## config.mk

```make
export PLATFORM = sky130hd
export DESIGN_NAME = mem_copy_engine
export DESIGN_NICKNAME = d
export VERILOG_FILES = /design/src/rtl/mem_copy_engine_pkg.sv /design/src/rtl/mem_copy_engine.sv
export SDC_FILE = /design/constraint.sdc
export NUM_CORES = 1
export LEC_CHECK = 0
export CORE_UTILIZATION = 40
export DETAILED_ROUTE_END_ITERATION = 10
export GPL_TIMING_DRIVEN = 0
export PLACE_DENSITY_LB_ADDON = 0.2
export REMOVE_ABC_BUFFERS = 1
export SETUP_SLACK_MARGIN = 0.5
export SLEW_MARGIN = 20
export SYNTH_ARGS = -nofsm -noshare
export SYNTH_HDL_FRONTEND = slang
export SYNTH_SLANG_ARGS = --single-unit
```

## constraint.sdc

```tcl
create_clock -name clk -period 4 [get_ports clk]
set_clock_uncertainty 0.15 [all_clocks]
set_input_delay 1 -clock clk [delete_from_list [all_inputs] [get_ports clk]]
set_output_delay 1 -clock clk [all_outputs]
set_load 0.03 [all_outputs]
```

## src/rtl/mem_copy_engine_pkg.sv

```systemverilog
// Shared constants and FSM encoding for the memory block-copy engine.
`timescale 1ns/1ps
package mem_copy_engine_pkg;

   localparam int ADDR_W         = 16;
   localparam int DATA_W         = 16;
   localparam int ROM_PAGE_WORDS = 256;

   typedef enum logic [1:0] {
      ST_IDLE  = 2'd0,
      ST_READ  = 2'd1,
      ST_WRITE = 2'd2,
      ST_DONE  = 2'd3
   } state_t;

endpackage

```

## src/rtl/mem_copy_engine.sv

```systemverilog
// Bus-master block copier: one READ then one WRITE cycle per word, all outputs registered.
// Done pulses 2N+1 cycles after an accepted start (1 cycle for len=0); abort finishes the current bus cycle.
`timescale 1ns/1ps
module mem_copy_engine
   import mem_copy_engine_pkg::*;
#(
   parameter int AW        = ADDR_W,
   parameter int DW        = DATA_W,
   parameter int ROM_WORDS = ROM_PAGE_WORDS
) (
   input  logic          clk,
   input  logic          reset_n,
   input  logic          start,
   input  logic [AW-1:0] src,
   input  logic [AW-1:0] dst,
   input  logic [AW-1:0] len,
   input  logic          abort,
   output logic          busy,
   output logic          done,
   output logic          rom_err,
   output logic [AW-1:0] remaining,
   output logic [AW-1:0] mem_addr,
   output logic          mem_en,
   output logic          mem_load_n,
   output logic [DW-1:0] bus_out,
   output logic          bus_oe,
   input  logic [DW-1:0] bus_in
);

   localparam logic [AW-1:0] ROM_LIMIT = AW'(ROM_WORDS);

   state_t        state, state_nx;
   logic [AW-1:0] cur_src, cur_dst;
   logic [AW-1:0] src_nx, dst_nx, rem_nx, addr_nx;
   logic [DW-1:0] data, data_nx;
   logic          err_nx, busy_nx, done_nx, en_nx, load_n_nx, oe_nx;

   assign bus_out = data;

   always_ff @(posedge clk) begin
      if (!reset_n) begin
         state      <= ST_IDLE;
         cur_src    <= '0;
         cur_dst    <= '0;
         remaining  <= '0;
         data       <= '0;
         rom_err    <= 1'b0;
         busy       <= 1'b0;
         done       <= 1'b0;
         mem_addr   <= '0;
         mem_en     <= 1'b0;
         mem_load_n <= 1'b1;
         bus_oe     <= 1'b0;
      end else begin
         state      <= state_nx;
         cur_src    <= src_nx;
         cur_dst    <= dst_nx;
         remaining  <= rem_nx;
         data       <= data_nx;
         rom_err    <= err_nx;
         busy       <= busy_nx;
         done       <= done_nx;
         mem_addr   <= addr_nx;
         mem_en     <= en_nx;
         mem_load_n <= load_n_nx;
         bus_oe     <= oe_nx;
      end
   end

   // Outputs are derived from the next state so they line up with the state they belong to.
   always_comb begin
      state_nx  = state;
      src_nx    = cur_src;
      dst_nx    = cur_dst;
      rem_nx    = remaining;
      data_nx   = data;
      err_nx    = rom_err;
      busy_nx   = 1'b0;
      done_nx   = 1'b0;
      addr_nx   = mem_addr;
      en_nx     = 1'b0;
      load_n_nx = 1'b1;
      oe_nx     = 1'b0;

      case (state)
         ST_IDLE: begin
            if (start) begin
               src_nx   = src;
               dst_nx   = dst;
               rem_nx   = len;
               err_nx   = 1'b0;
               state_nx = (len != '0) ? ST_READ : ST_DONE;
            end
         end
         ST_READ: begin
            data_nx  = bus_in;
            state_nx = abort ? ST_DONE : ST_WRITE;
         end
         ST_WRITE: begin
            src_nx   = cur_src + 1'b1;
            dst_nx   = cur_dst + 1'b1;
            rem_nx   = remaining - 1'b1;
            state_nx = (abort || remaining == {{(AW-1){1'b0}}, 1'b1}) ? ST_DONE : ST_READ;
         end
         ST_DONE: begin
            state_nx = ST_IDLE;
         end
         default: begin
            state_nx = ST_IDLE;
         end
      endcase

      busy_nx = (state_nx != ST_IDLE);
      done_nx = (state_nx == ST_DONE);

      if (state_nx == ST_READ) begin
         addr_nx = src_nx;
         en_nx   = 1'b1;
      end else if (state_nx == ST_WRITE) begin
         addr_nx = dst_nx;
         oe_nx   = 1'b1;
         // The ROM page is skipped silently but flagged; the word still counts as copied.
         if (dst_nx >= ROM_LIMIT) begin
            load_n_nx = 1'b0;
         end else begin
            err_nx = 1'b1;
         end
      end
   end

endmodule

```

==> impl_metrics.csv, run 1 <==
group,metric,value,unit
drt,totalWireLength,14.5,mm
sta,rsz0062_at_grt,"yes",
global_route,grt_antenna_before_repair,0,
place,dpl.hpwl,9.99,mm
place,gp_congestion,0.849,
job,cap_violations,0,
floorplan,die_x,109,um
finish,n_fill_cell,1013,
clock_network,cts_buffer_depth,2,
drt,ant_nets,0,
floorplan,initial_utilization,0.415,
sta,worst_slew_pin_slew,1.13,ns
setup_path,path_class,"in2reg",
sta,timing.final.crit_share,0.848,
clock_network,hold_buffers,0,
pwr,leakagePower,2.24,nW
setup_path,critical_path_required,4.10,ns
synth,syn_avg_cell_area,7.79,sq um
drt,vias,4835,
clock_network,clk_pin_slew,0.07,ns
clock_network,cts_buffers,9,
global_route,grt_pass1_wl,23.2,mm
setup_path,end_kind,"flip-flop",
clock_network,h-tree-depth,3,
sta,slew_headroom,0.247,
synth,ys_seq_area_frac,0.388,
pwr,powerDensity,450,mW/mm^2
setup_path,crit_path_max_fanout,13,
place,preCtsSetupSlack,-1.36,ns
place,portBuffers,121,
drt,drtPass1Iterations,5,
status,status,"finished clean",
synth,ys_types,64,
synth,syn_inst,583,
floorplan,core.rowCount,38,
global_route,grt_max_degree,44,
clock_network,cts_tree,"done",
setup_path,arrival,3.49,ns
sta,setup_viol,0,
synth,synthArstFlopShare,0,
global_route,grtUsageTotal,0.255,
drt,drc,0,
clock_network,clock_sinks,88,
pwr,totalPowerFinal,2.82,mW
floorplan,fp.dieH,109,um
finish,fin_cells,830,
sta,finalHoldViolCount,0,
floorplan,die-area,0.0118,sq mm
sta,slew_viol_final,0,
synth,yosys_warnings,0,
floorplan,ioPinCount,122,
clock_network,clock-root-buffer,"clkbuf_16",
drt,viasPerCell,5.83,
drt,drtIter0Drc,306,
global_route,grt_overflow,0,
sta,timing.setup.tns,0,ns
synth,synth-main-ff-cell,"dfxtp_1",
sta,layout_setup_ws,0.609,ns
clock_network,insertion_delay,0.35,ns
synth,netlist_area,0.00454,sq mm
global_route,grt_pass1_vias,4563,
synth,synth_edf_count,0,
sta,period_minus_slack,3.39,ns
floorplan,coreArea,0.0109,sq mm
sta,max_freq,0.295,GHz
finish,finalNetCount,761,
setup_path,cp-start-kind,"input pin",
finish,layout_common_cells,"119 x clkdlybuf4s50_1, 86 x dfxtp_1, 71 x nand2_1",
finish,drive_above_1_share,0.0870,
finish,syn2layout_area_growth,38.2,%
place,placedCellCount,808,
drt,wl_per_cell,17.4,um
finish,num_antenna_cells,0,
synth,synth_seq_cells,88,
sta,timing.hold.ws,0.307,ns
pwr,ir_drop,0.000255,V
finish,layout_commonest_cell,"clkdlybuf4s50_1",
hold_path,hp-class,"reg2reg",
-- synthesized netlist by cell type (3+ instances only) --
master | number | area [sq um]
dfxtp_1 | 88 | 1760
nand2_1 | 72 | 270
a21oi_1 | 66 | 330
nor2_1 | 56 | 210
clkbuf_1 | 30 | 113
o21ai_0 | 24 | 120
nand3_1 | 19 | 95.1
nor3_1 | 17 | 85.1
inv_1 | 13 | 48.8
nand4_1 | 12 | 75.1
a31oi_1 | 11 | 68.8
and2_1 | 10 | 62.6
nand2b_1 | 10 | 62.6
o22a_1 | 10 | 87.6
o22ai_1 | 10 | 62.6
ha_1 | 8 | 100
nor4_1 | 8 | 50.1
buf_1 | 7 | 26.3
a22oi_1 | 6 | 45.0
mux2i_1 | 6 | 60.1
a21o_1 | 5 | 37.5
and3_1 | 5 | 31.3
nor3b_1 | 5 | 37.5
or3_1 | 5 | 31.3
or4_1 | 5 | 37.5
a211oi_1 | 4 | 30.0
a221oi_1 | 4 | 35.0
o21a_1 | 4 | 30.0
o221a_2 | 4 | 45.0
a2bb2oi_1 | 3 | 26.3
a41oi_1 | 3 | 26.3
clkinv_1 | 3 | 11.3
mux2_2 | 3 | 33.8
nor2b_1 | 3 | 18.8
o211ai_1 | 3 | 22.5
o311a_1 | 3 | 30.0
o31ai_1 | 3 | 22.5
xnor2_1 | 3 | 26.3
-- cell type report --
| class | count | area (sq um) | area share |
|---|---|---|---|
| clock buffer | 9 | 225 | 0.0359 |
| clock inverter | 7 | 86.3 | 0.0138 |
| inverter | 16 | 67.6 | 0.0108 |
| multi-input combinational | 439 | 2640 | 0.420 |
| sequential | 88 | 1760 | 0.281 |
| tap | 140 | 175 | 0.0279 |
| timing repair buffer | 129 | 1310 | 0.208 |
| timing repair inverter | 2 | 15.0 | 0.00239 |
-- where the power goes --
group / internal (mW) / switching [mW]
registers: 0.977 / 0.109
clock network: 0.499 / 0.399
logic: 0.368 / 0.471
total: 1.84 / 0.979
-- routing by layer --
metal  global-route usage  share of wire
met1                0.321           0.43
met2                0.422           0.49
met3               0.0476          0.055
met4                0.115          0.024
met5                    0              0
-- state kept, by name, indices dropped and copies added (netlist names) --
signal      count
bus_out        16
mem_en          1
rom_err         1
cur_src        16
busy            1
mem_load_n      1
mem_addr       16
state           2
done            1
cur_dst        16
remaining      16
bus_oe          1
-- per-stage QoR --
stage               utilization  cell area [sq um]
floorplan                     -               4390
global placement          0.528               5770
detailed placement        0.536               5860
CTS                       0.571               6240
global route              0.574               6280
finish                    0.574               6280
-- logic make-up after synthesis --
family / Yosys count / synth area share
simple gates: 237 / 0.256
xor+xnor: 4 / 0.00771
buf+inv: 56 / 0.0471
fa+ha+maj: 8 / 0.0220
flops: 88 / 0.388
compound gates: 181 / 0.258
mux: 9 / 0.0207
-- worst paths after layout --
| path | startpoint | endpoint | slack (ns) | cells after the start |
|---|---|---|---|---|
| worst max-delay path | len[5] | mem_addr[10] | 0.61 | 11 |
| worst min-delay path | bus_out[2] | bus_out[2] | 0.31 | 2 |
| worst max register to register | state[1] | mem_addr[3] | 0.69 | 9 |
| worst min register to register | bus_out[2] | bus_out[2] | 0.31 | 2 |
-- critical path, stage by stage --
cell	delay, ns
clkdlybuf4s50_1	0.43
or4_1	0.58
nor4_2	0.15
nand4_1	0.17
nand2_1	0.13
a21oi_2	0.09
inv_2	0.14
ha_4	0.26
clkinvlp_4	0.13
o21ai_0	0.14
o221a_2	0.26
-- what timing repair did --
item / 4_1_cts / 5_1_grt
resized for setup: 17 / 5
buffers inserted: 0 / 4
cloned: 2 / 0
endpoints found under the setup margin: 22 / 18
Power figures use the tool's default switching activity.
==> run 2, diff against run 1 <==
Clock period 4 ns to 3.4 ns, I/O delays scaled along.
==> run 2 against run 1 <==
Effect of this change:
- die area unchanged
- sequential power up 17%
- sequential share of layout area down 0.67 points
- critical endpoint is now mem_addr[2]
- critical path type unchanged
- combinational power up 26%
==> impl_metrics.csv, run 2 (synthesis gave the netlist of run 1 again) <==
group,metric,value,unit
sta,setup_viol,0,
sta,finalHoldViolCount,0,
pwr,p_comb_frac,0.312,
clock_network,clock-root-buffer,"clkbuf_16",
clock_network,clock_sinks,88,
floorplan,coreArea,0.0109,sq mm
global_route,grt_pass1_vias,4703,
global_route,grt_antenna_before_repair,0,
floorplan,die-area,0.0118,sq mm
setup_path,cp-start-kind,"input pin",
floorplan,die_x,109,um
sta,timing.setup.tns,0,ns
setup_path,r2r_slack,0.61,ns
sta,period_minus_slack,2.85,ns
finish,finalNetCount,771,
place,placedCellCount,808,
sta,timing.hold.ws,0.307,ns
sta,timing.final.crit_share,0.838,
setup_path,crit_path_max_incr_delay,0.47,ns
pwr,pwr-share-seq,0.376,
setup_path,startpoint,"len[14]",
setup_path,end_kind,"flip-flop",
global_route,grt_pass1_wl,23.7,mm
clock_network,insertion_delay,0.35,ns
floorplan,fp.dieH,109,um
clock_network,h-tree-depth,3,
global_route,grt_max_degree,44,
pwr,internal-power,2.21,mW
clock_network,cts_buffers,9,
finish,fin_cells,840,
floorplan,initial_utilization,0.415,
floorplan,ioPinCount,122,
sta,max_freq,0.351,GHz
pwr,powerDensity,528,mW/mm^2
pwr,p_sw,1.19,mW
setup_path,cp_top_family,"buffers and inverters",
drt,drc,0,
setup_path,crit_path_max_fanout,6,
sta,slew_viol_final,0,
global_route,grtUsageTotal,0.262,
drt,totalWireLength,15.0,mm
finish,syn2layout_area_growth,42.0,%
status,status,"finished clean",
pwr,ir_drop,0.000305,V
setup_path,path_class,"in2reg",
clock_network,hold_buffers,0,
setup_path,path_cells,"clkdlybuf4s50_1, nor4_2, nand4_1, nand2_1, a21oi_4, inv_2, ha_4, buf_4, clkinvlp_4, nor2_1, a211oi_1",
clock_network,clk_pin_slew,0.07,ns
setup_path,r2r_start,"state[1]",
pwr,leakagePower,2.31,nW
floorplan,core.rowCount,38,
pwr,clkPwrFrac,0.312,
setup_path,arrival,2.96,ns
setup_path,r2r-end,"mem_addr[2]",
place,portBuffers,121,
global_route,grt_overflow,0,
sta,worst_slew_pin_slew,0.830,ns
drt,ant_nets,0,
sta,rsz0062_at_grt,"yes",
setup_path,r2r_cells,9,
pwr,power.share.switching,0.350,
setup_path,cp.buffers_inverters,4,
finish,layout_commonest_cell,"clkdlybuf4s50_1",
finish,drive_above_1_share,0.123,
drt,drtIter0Drc,337,
drt,wl_per_cell,17.9,um
hold_path,hp-class,"reg2reg",
setup_path,cp_slowest_cell,"clkdlybuf4s50_1",
finish,num_antenna_cells,0,
setup_path,endpoint,"mem_addr[2]",
drt,vias,4929,
place,gp_congestion,0.849,
drt,drtPass1Iterations,5,
finish,layout_common_cells,"115 x clkdlybuf4s50_1, 86 x dfxtp_1, 70 x nand2_1",
sta,slew_headroom,0.444,
place,dpl.hpwl,9.99,mm
clock_network,cts_buffer_depth,2,
job,cap_violations,0,
setup_path,path_depth,11,
clock_network,cts_tree,"done",
drt,viasPerCell,5.87,
setup_path,critical_path_required,3.51,ns
finish,finalCoreUtilization,0.590,
==> run 2: worst reg2reg max path: cells and delay by family, from the launching register on <==
family,cells,cell delay [ns]
buffers and inverters,4,0.61
adder cells (fa/ha/maj),1,0.25
AO/OA/AOI/OAI,2,0.37
flip-flops,1,0.55
AND/OR/NAND/NOR,2,0.76
==> run 2: worst min path at each step <==
stage | start | end | slack (ns) | cells past startpoint
floorplan | cur_src[14] | cur_src[14] | 0.34 | 2
global placement | bus_out[4] | bus_out[4] | 0.29 | 2
detailed placement | bus_out[9] | bus_out[9] | 0.30 | 2
CTS | bus_out[9] | bus_out[9] | 0.31 | 2
global route | bus_out[12] | bus_out[12] | 0.33 | 2
finish | bus_out[1] | bus_out[1] | 0.31 | 2
==> run 2: area by class of cell <==
| type | instances | area (sq um) |
|---|---|---|
| sequential | 88 | 1770 |
| timing repair inverter | 3 | 20.0 |
| fill | 1001 | 4480 |
| timing repair buffer | 137 | 1380 |
| clock buffer | 9 | 225 |
| tap | 140 | 175 |
| multi-input combinational | 440 | 2720 |
| inverter | 16 | 78.8 |
| clock inverter | 7 | 86.3 |
==> run 2: layer usage <==
layer | wire length [um] | vias to the layer above | GRT usage
met4 | 448 | 0 | 0.119
li1 | - | 2372 | -
met1 | 6320 | 2304 | 0.328
met2 | 7210 | 217 | 0.434
met3 | 1030 | 36 | 0.0488
met5 | 0 | - | 0
==> run 2: repair_timing <==
action	CTS	global route
setup buffers	9	3
gates cloned	2	2
gates resized for setup	54	13
pin swaps	8	6
setup endpoints to repair	82	18
==> run 2: stage by stage <==
step	instance area (sq um)	power, mW	setup WS, ns
global route	6450	3.57	0.451
detailed placement	5860	2.24	-1.81
CTS	6380	3.38	0.485
global placement	5770	2.20	-2.36
floorplan	4390	1.82	-0.554
finish	6450	3.41	0.549
==> run 2: power by group through the flow <==
stage / clock network (mW) / logic [mW] / registers (mW)
6_report: 1.06 / 1.06 / 1.28
5_1_grt: 1.12 / 1.15 / 1.30
4_1_cts: 1.07 / 1.03 / 1.28
3_5_place_dp: 0 / 0.941 / 1.30
3_3_place_gp: 0 / 0.907 / 1.30
2_1_floorplan: 0 / 0.405 / 1.42
